`src/rtl/ps2_host.sv`:
```
// PS/2 host controller: synchronises and glitch-filters the pad inputs,
// receives 11-bit device frames with framing/parity checks, and sends
// command bytes using the inhibit / request-to-send sequence. Both lines
// are open-drain: an *_oe of 1 pulls the line low, 0 releases it.
//
// Transmit handshake: tx_valid/tx_ready. A byte is accepted on the rising
// clk edge where both are high. tx_ready never looks at tx_valid. The
// requester must hold tx_data stable while tx_valid is high. Once a
// transaction is in flight, tx_valid is ignored until busy drops.
module ps2_host #(
  parameter int FILTER_LEN     = 8,
  parameter int INHIBIT_CYCLES = 1600,
  parameter int TIMEOUT_CYCLES = 32000,
  parameter int TIMER_WIDTH    = 16
) (
  input  logic       clk,
  input  logic       reset,
  input  logic       ps2_clk_in,
  input  logic       ps2_data_in,
  output logic       ps2_clk_oe,
  output logic       ps2_data_oe,
  output logic [7:0] rx_data,
  output logic       rx_valid,
  output logic       rx_error,
  input  logic [7:0] tx_data,
  input  logic       tx_valid,
  output logic       tx_ready,
  output logic       tx_done,
  output logic       tx_error,
  output logic       busy
);

  typedef enum logic [2:0] {
    S_IDLE       = 3'd0,
    S_RX         = 3'd1,
    S_RX_WAIT    = 3'd2,
    S_TX_INHIBIT = 3'd3,
    S_TX_REQ     = 3'd4,
    S_TX_DATA    = 3'd5,
    S_TX_ACK     = 3'd6,
    S_TX_END     = 3'd7
  } state_t;

  localparam logic [TIMER_WIDTH-1:0] INHIBIT_LOAD = TIMER_WIDTH'(INHIBIT_CYCLES - 1);
  localparam logic [TIMER_WIDTH-1:0] TIMEOUT_LOAD = TIMER_WIDTH'(TIMEOUT_CYCLES - 1);
  localparam logic [TIMER_WIDTH-1:0] TIMER_ONE    = TIMER_WIDTH'(1);

  // Input path
  logic [1:0]            clk_sync_q;
  logic [1:0]            data_sync_q;
  logic [FILTER_LEN-1:0] filt_q;
  logic                  fclk_q;
  logic                  fclk_d;
  logic                  data_s;
  logic                  fall;

  // Control and datapath
  state_t                 state_q, state_d;
  logic [TIMER_WIDTH-1:0] timer_q, timer_d;
  logic [3:0]             bit_cnt_q, bit_cnt_d;
  logic [9:0]             rx_sh_q, rx_sh_d;
  logic [10:0]            rx_frame;
  logic                   rx_frame_ok;
  logic [9:0]             tx_frame_q, tx_frame_d;
  logic                   ack_q, ack_d;
  logic [7:0]             rx_data_q, rx_data_d;
  logic                   clk_oe_q, clk_oe_d;
  logic                   data_oe_q, data_oe_d;
  logic                   rx_valid_q, rx_valid_d;
  logic                   rx_error_q, rx_error_d;
  logic                   tx_done_q, tx_done_d;
  logic                   tx_error_q, tx_error_d;
  logic                   timer_zero;
  logic                   accept;

  // Two-flop synchronisers and clock filter history; idle lines read high
  always_ff @(posedge clk) begin
    if (reset) begin
      clk_sync_q  <= 2'b11;
      data_sync_q <= 2'b11;
      filt_q      <= '1;
      fclk_q      <= 1'b1;
    end else begin
      clk_sync_q  <= {clk_sync_q[0], ps2_clk_in};
      data_sync_q <= {data_sync_q[0], ps2_data_in};
      filt_q      <= {filt_q[FILTER_LEN-2:0], clk_sync_q[1]};
      fclk_q      <= fclk_d;
    end
  end

  // Filtered clock only moves when the whole sample window agrees
  always_comb begin
    fclk_d = fclk_q;
    if (filt_q == '0) begin
      fclk_d = 1'b0;
    end else if (filt_q == '1) begin
      fclk_d = 1'b1;
    end
  end

  assign data_s     = data_sync_q[1];
  assign fall       = fclk_q & ~fclk_d;
  assign timer_zero = (timer_q == '0);
  // Gating with reset keeps every output low while reset is held
  assign tx_ready   = ~reset && (state_q == S_IDLE) && fclk_q && ~fall;
  assign accept     = tx_valid && tx_ready;
  assign busy       = (state_q != S_IDLE);

  // Frame as it stands including the bit sampled at this fall:
  // [0] start, [8:1] data LSB first, [9] parity, [10] stop
  assign rx_frame    = {data_s, rx_sh_q};
  assign rx_frame_ok = ~rx_frame[0] & rx_frame[10] & (^rx_frame[9:1]);

  // State register
  always_ff @(posedge clk) begin
    if (reset) begin
      state_q <= S_IDLE;
    end else begin
      state_q <= state_d;
    end
  end

  // Next-state logic; a device fall always wins over a pending transmit
  always_comb begin
    state_d = state_q;
    case (state_q)
      S_IDLE: begin
        if (fall)        state_d = S_RX;
        else if (accept) state_d = S_TX_INHIBIT;
      end
      S_RX: begin
        if (fall && bit_cnt_q == 4'd10) state_d = S_RX_WAIT;
        else if (!fall && timer_zero)   state_d = S_IDLE;
      end
      S_RX_WAIT: begin
        if (fclk_q) state_d = S_IDLE;
      end
      S_TX_INHIBIT: begin
        if (timer_zero) state_d = S_TX_REQ;
      end
      S_TX_REQ: begin
        state_d = S_TX_DATA;
      end
      S_TX_DATA: begin
        if (fall && bit_cnt_q == 4'd9) state_d = S_TX_ACK;
        else if (!fall && timer_zero)  state_d = S_IDLE;
      end
      S_TX_ACK: begin
        if (fall)            state_d = S_TX_END;
        else if (timer_zero) state_d = S_IDLE;
      end
      S_TX_END: begin
        if (fclk_q && data_s) state_d = S_IDLE;
        else if (timer_zero)  state_d = S_IDLE;
      end
      default: state_d = S_IDLE;
    endcase
  end

  // Output and datapath next values; line enables and pulses are registered
  always_comb begin
    timer_d    = timer_zero ? timer_q : timer_q - TIMER_ONE;
    bit_cnt_d  = bit_cnt_q;
    rx_sh_d    = rx_sh_q;
    rx_data_d  = rx_data_q;
    tx_frame_d = tx_frame_q;
    ack_d      = ack_q;
    clk_oe_d   = 1'b0;
    data_oe_d  = data_oe_q;
    rx_valid_d = 1'b0;
    rx_error_d = 1'b0;
    tx_done_d  = 1'b0;
    tx_error_d = 1'b0;
    case (state_q)
      S_IDLE: begin
        data_oe_d = 1'b0;
        if (fall) begin
          timer_d   = TIMEOUT_LOAD;
          bit_cnt_d = 4'd1;
          rx_sh_d   = rx_frame[10:1];
        end else if (accept) begin
          tx_frame_d = {1'b1, ~^tx_data, tx_data};
          timer_d    = INHIBIT_LOAD;
          clk_oe_d   = 1'b1;
          data_oe_d  = (INHIBIT_CYCLES == 1);
        end
      end
      S_RX: begin
        if (fall) begin
          timer_d   = TIMEOUT_LOAD;
          bit_cnt_d = bit_cnt_q + 4'd1;
          rx_sh_d   = rx_frame[10:1];
          if (bit_cnt_q == 4'd10) begin
            if (rx_frame_ok) begin
              rx_data_d  = rx_frame[8:1];
              rx_valid_d = 1'b1;
            end else begin
              rx_error_d = 1'b1;
            end
          end
        end else if (timer_zero) begin
          rx_error_d = 1'b1;
        end
      end
      S_TX_INHIBIT: begin
        // Clock held low for the whole state; data joins it in the last cycle
        clk_oe_d  = ~timer_zero;
        data_oe_d = (timer_q <= TIMER_ONE);
      end
      S_TX_REQ: begin
        timer_d   = TIMEOUT_LOAD;
        bit_cnt_d = 4'd0;
        data_oe_d = 1'b1;
      end
      S_TX_DATA: begin
        if (fall) begin
          timer_d   = TIMEOUT_LOAD;
          data_oe_d = ~tx_frame_q[bit_cnt_q];
          bit_cnt_d = bit_cnt_q + 4'd1;
        end else if (timer_zero) begin
          data_oe_d  = 1'b0;
          tx_done_d  = 1'b1;
          tx_error_d = 1'b1;
        end
      end
      S_TX_ACK: begin
        if (fall) begin
          timer_d = TIMEOUT_LOAD;
          ack_d   = ~data_s;
        end else if (timer_zero) begin
          data_oe_d  = 1'b0;
          tx_done_d  = 1'b1;
          tx_error_d = 1'b1;
        end
      end
      S_TX_END: begin
        if (fclk_q && data_s) begin
          tx_done_d  = 1'b1;
          tx_error_d = ~ack_q;
        end else if (timer_zero) begin
          data_oe_d  = 1'b0;
          tx_done_d  = 1'b1;
          tx_error_d = 1'b1;
        end
      end
      default: begin
        data_oe_d = 1'b0;
      end
    endcase
  end

  // Datapath and registered outputs
  always_ff @(posedge clk) begin
    if (reset) begin
      timer_q    <= '0;
      bit_cnt_q  <= 4'd0;
      rx_sh_q    <= 10'd0;
      rx_data_q  <= 8'h00;
      tx_frame_q <= 10'd0;
      ack_q      <= 1'b0;
      clk_oe_q   <= 1'b0;
      data_oe_q  <= 1'b0;
      rx_valid_q <= 1'b0;
      rx_error_q <= 1'b0;
      tx_done_q  <= 1'b0;
      tx_error_q <= 1'b0;
    end else begin
      timer_q    <= timer_d;
      bit_cnt_q  <= bit_cnt_d;
      rx_sh_q    <= rx_sh_d;
      rx_data_q  <= rx_data_d;
      tx_frame_q <= tx_frame_d;
      ack_q      <= ack_d;
      clk_oe_q   <= clk_oe_d;
      data_oe_q  <= data_oe_d;
      rx_valid_q <= rx_valid_d;
      rx_error_q <= rx_error_d;
      tx_done_q  <= tx_done_d;
      tx_error_q <= tx_error_d;
    end
  end

  assign ps2_clk_oe  = clk_oe_q;
  assign ps2_data_oe = data_oe_q;
  assign rx_data     = rx_data_q;
  assign rx_valid    = rx_valid_q;
  assign rx_error    = rx_error_q;
  assign tx_done     = tx_done_q;
  assign tx_error    = tx_error_q;

endmodule
```
`config.mk`:
```
export PLATFORM = sky130hd
export DESIGN_NAME = ps2_host
export DESIGN_NICKNAME = d
export VERILOG_FILES = /design/src/rtl/ps2_host.sv
export SDC_FILE = /design/constraint.sdc
export NUM_CORES = 1
export LEC_CHECK = 0
export BUFFER_PORTS_ARGS = -buffer_cell sky130_fd_sc_hd__buf_2
export CAP_MARGIN = 0
export CORE_MARGIN = 8
export CORE_UTILIZATION = 40
export DETAILED_ROUTE_END_ITERATION = 12
export MAX_ROUTING_LAYER = met4
export SYNTH_ARGS = -nofsm -noshare
export SYNTH_HDL_FRONTEND = slang
export SYNTH_SLANG_ARGS = --single-unit
```
`constraint.sdc`:
```
create_clock -name clk -period 1.95 [get_ports clk]
set_input_delay 0.39 -clock clk [delete_from_list [all_inputs] [get_ports clk]]
set_output_delay 0.39 -clock clk [all_outputs]
set_load 0.005 [all_outputs]
```
==> metrics.log <==
[metrics] power density relative to cell area: 1190 nW/µm²
[metrics] list of cells traversed by the critical path: nor2_2, nand2_2, nor4b_2, buf_2
[metrics] Worst Setup Start Kind: flop
[metrics] area grow syn2layout: 17.9%
[metrics] PnR Total Power: 4.84 mW
[metrics] drt first-iter violations: 133
[metrics] overall via count from detail_route: 2868
[metrics] static power due to leakage: 1.60 nW
[metrics] antenna viol nets, final: 0
[metrics] largest net degree at the start of global routing: 34
[metrics] WL final: roughly 7.6 mm
[metrics] number of enable-type register cells in the synthesized netlist: 0
[metrics] final routed wire length divided by cell count: 14.0 µm
[metrics] number of primary I/O pins: 29
[metrics] IO buf count: 28
[metrics] Post-synth ARST share: 0
[metrics] Worst setup EP type: output pin
[metrics] endpoint of the lowest-slack register-to-register path: timer_q[12]
[metrics] worst setup path endpoint: tx_ready
[metrics] Unique masters post-synth: 53
[metrics] setup slack at placement: 89.2 ps
[metrics] Die Footprint: 11800 µm²
[metrics] CP Data Arrival Time: around 1500 ps
[metrics] Mapped Area: about 3400 µm²
[metrics] detailed-route DRC error count: 0
[metrics] largest fanout of any net on the critical path: 4
[metrics] worst skew pair latency: 360 ps
[metrics] time the worst path needs with I/O delays and setup: 1850 ps
[metrics] number of H-tree levels: 3
[metrics] Total Negative Setup Slacks: 0 ps
[metrics] total placed instance area: 3800 µm²
[metrics] synthesized net count: 408
[metrics] worst hold-check slack: around 220 ps
[metrics] height of the chip: 109 µm
[metrics] cell taking the most area after synthesis: dfxtp_1
[metrics] Diodes inserted: 0
[metrics] Slew @ Worst Pin: 503 ps
[metrics] number of antenna violations at the first check in global routing: 0
[metrics] maximum operating frequency: 0.541 GHz
[metrics] fraction of synthesized cell area taken by the top area cell type: 0.413
[metrics] final-report setup violation count: 0
[metrics] Data required, critical path: 1560 ps
[metrics] Initial Util: 0.404
[metrics] Hold Buf Count CTS: 0
[metrics] dominant synthesized flop cell: dfxtp_1
[metrics] Root Buffer Master: clkbuf_8
[metrics] final worst clock skew: between 15 and 20 ps
[metrics] Crit path buffers/inverters: 1
[metrics] run status: finished clean
[metrics] global-route wire length before repair: approximately 13 mm
[metrics] Worst Setup Path Type: reg2out
[metrics] clock tree from TritonCTS: done
[metrics] vias in the first global route: about 2.9k
[metrics] slack of the worst reg-to-reg path: 120 ps
[metrics] Yosys warning total: 0
[metrics] post-CTS setup buffer count: 0
[metrics] clock sinks: roughly 70
[metrics] reg2reg start: timer_q[3]
[metrics] GRT Total Usage: 0.142
[metrics] count of endpoints failing hold in the final timing report: 0
[metrics] maximum vdd drop: around 520 µV
[metrics] length of the first detailed-routing pass in iterations: 4
[metrics] Max clock buf depth: 2
[metrics] max-cap check violation count: 0
[metrics] number of filler cells placed in the layout: ~850
[metrics] final non-filler cell area: 4050 µm²
[metrics] number of register bits inferred by synthesis: between 70 and 80
[metrics] standard cell core area: 8510 µm²
[metrics] Commonest cells post-synth: 71 x dfxtp_1, 40 x a21oi_1, 36 x nand3_1
[metrics] class of the tightest hold or removal check: in2reg
[metrics] unrepaired setup endpoints after global routing: true
[metrics] per-cell via count in the routed design: approximately 5.3
[metrics] leading cell types by total area after synthesis: dfxtp_1 41%, a21oi_1 5.8%, nand3_1 5.2%
[metrics] FF-to-FF path depth: 5
[metrics] final critical-path setup slack: 102 ps
[metrics] share of synthesized area occupied by flip-flops and latches: 0.413
[metrics] Period Utilization, post-route: 0.948
[metrics] final cell count without fillers: 546
[metrics] count of pins over their slew limit: 0
[metrics] # nets final: 452
[metrics] fraction of layout cells with a size suffix above 1: 0.240
[metrics] clk slew on worst S/H paths: 80 ps
[metrics] Levels on crit path: 4
[metrics] critical-path cell with the highest stage delay: dfxtp_1
[metrics] post-detailed-placement half-perimeter wirelength: 5.61 mm
[metrics] cell count after synthesis: 389
[metrics] Placed Cells: 530
[metrics] CP Launch Point: state_q[2]
[metrics] gate family responsible for the most delay along the worst path: simple AND/OR/NAND/NOR gates
[metrics] placement row count: 34
[metrics] leading cell type by number of instances after synthesis: dfxtp_1
[metrics] placer's final routability congestion estimate: a little over 0.8
[metrics] horizontal die dimension: around 110 µm
[metrics] leftover overflow at the end of global routing: 0
[metrics] Layout Utilization: 0.476
[metrics] number of buffers inserted during clock tree synthesis: 9
[metrics] Slowest Stage Delay on Critical Path: 340 ps
[metrics] Slew headroom: 0.662
[metrics] average footprint of a synthesized cell: 8.84 µm²
[registers in the layout, summed over array words and instances (netlist names)]
register,count
fclk_q,1
rx_error,1
bit_cnt_q,4
filt_q,8
rx_valid,1
state_q,3
data_sync_q,2
tx_done,1
rx_data,8
clk_sync_q,2
rx_sh_q,10
tx_error,1
tx_frame_q,10
ps2_data_oe,1
timer_q,16
ack_q,1
ps2_clk_oe,1
[layer usage]
layer / part of all wire / vias up / track usage
li1: - / 1473 / -
met2: 0.43 / 65 / 0.214
met4: 0.017 / 0 / 0.0557
met3: 0.048 / 10 / 0.0408
met5: 0 / - / -
met1: 0.51 / 1320 / 0.176
[final cells by class]
cell class	count	area (µm²)	share of cell area
Timing Repair Buffer	54	335	0.0827
Clock buffer	10	138	0.0340
Tap cell	108	135	0.0333
Inverter	8	30.0	0.00741
Sequential cell	71	1420	0.351
Clock inverter	6	68.8	0.0170
Multi-Input combinational cell	289	1930	0.475
[cells in the final DEF, fill, tap and decap left out, types with 9 or more instances in the layout]
master    count
xnor2_1      14
buf_4        26
mux2i_1      12
nand2_1      27
xor2_1        9
nor2_1       31
clkbuf_8     10
dfxtp_1      71
a21oi_1      40
nand3_1      36
o21ai_0      15
buf_2        28
or2_2        13
[worst min-delay path by stage]
stage | endpoint | depth (start not counted) | slack (ps) | startpoint
after global routing | data_sync_q[0] | 2 | 200 | ps2_data_in
after detailed placement | filt_q[0] | 1 | 400 | clk_sync_q[1]
after global placement | data_sync_q[1] | 1 | 400 | data_sync_q[0]
after floorplan | clk_sync_q[1] | 1 | 390 | clk_sync_q[0]
after CTS | data_sync_q[0] | 2 | 200 | ps2_data_in
final | data_sync_q[0] | 2 | 220 | ps2_data_in
[cell families after synthesis]
kind of cell	after synthesis	synth area share
simple gates	163	0.257
fa+ha+maj	7	0.0251
xor+xnor	25	0.0720
flops	71	0.413
mux	17	0.0633
compound gates	77	0.130
buf+inv	29	0.0393
[worst register-to-register path, stage by stage (launching register included)]
cell	delay [ps]
dfxtp_1	360
or4_4	580
nor3b_2	340
nand4b_1	170
xor2_1	180
a21oi_1	130
[power breakdown]
group	switching, mW	internal, mW	total [mW]
clock network	0.599	0.632	1.23
logic	0.962	0.815	1.78
registers	0.190	1.64	1.83
[repair_timing]
item | in CTS | in global routing
gates cloned | 0 | 0
resized for setup | 2 | 6
pin swaps | 0 | 0
endpoints found under the setup margin | 1 | 27
Power figures use the tool's default switching activity.
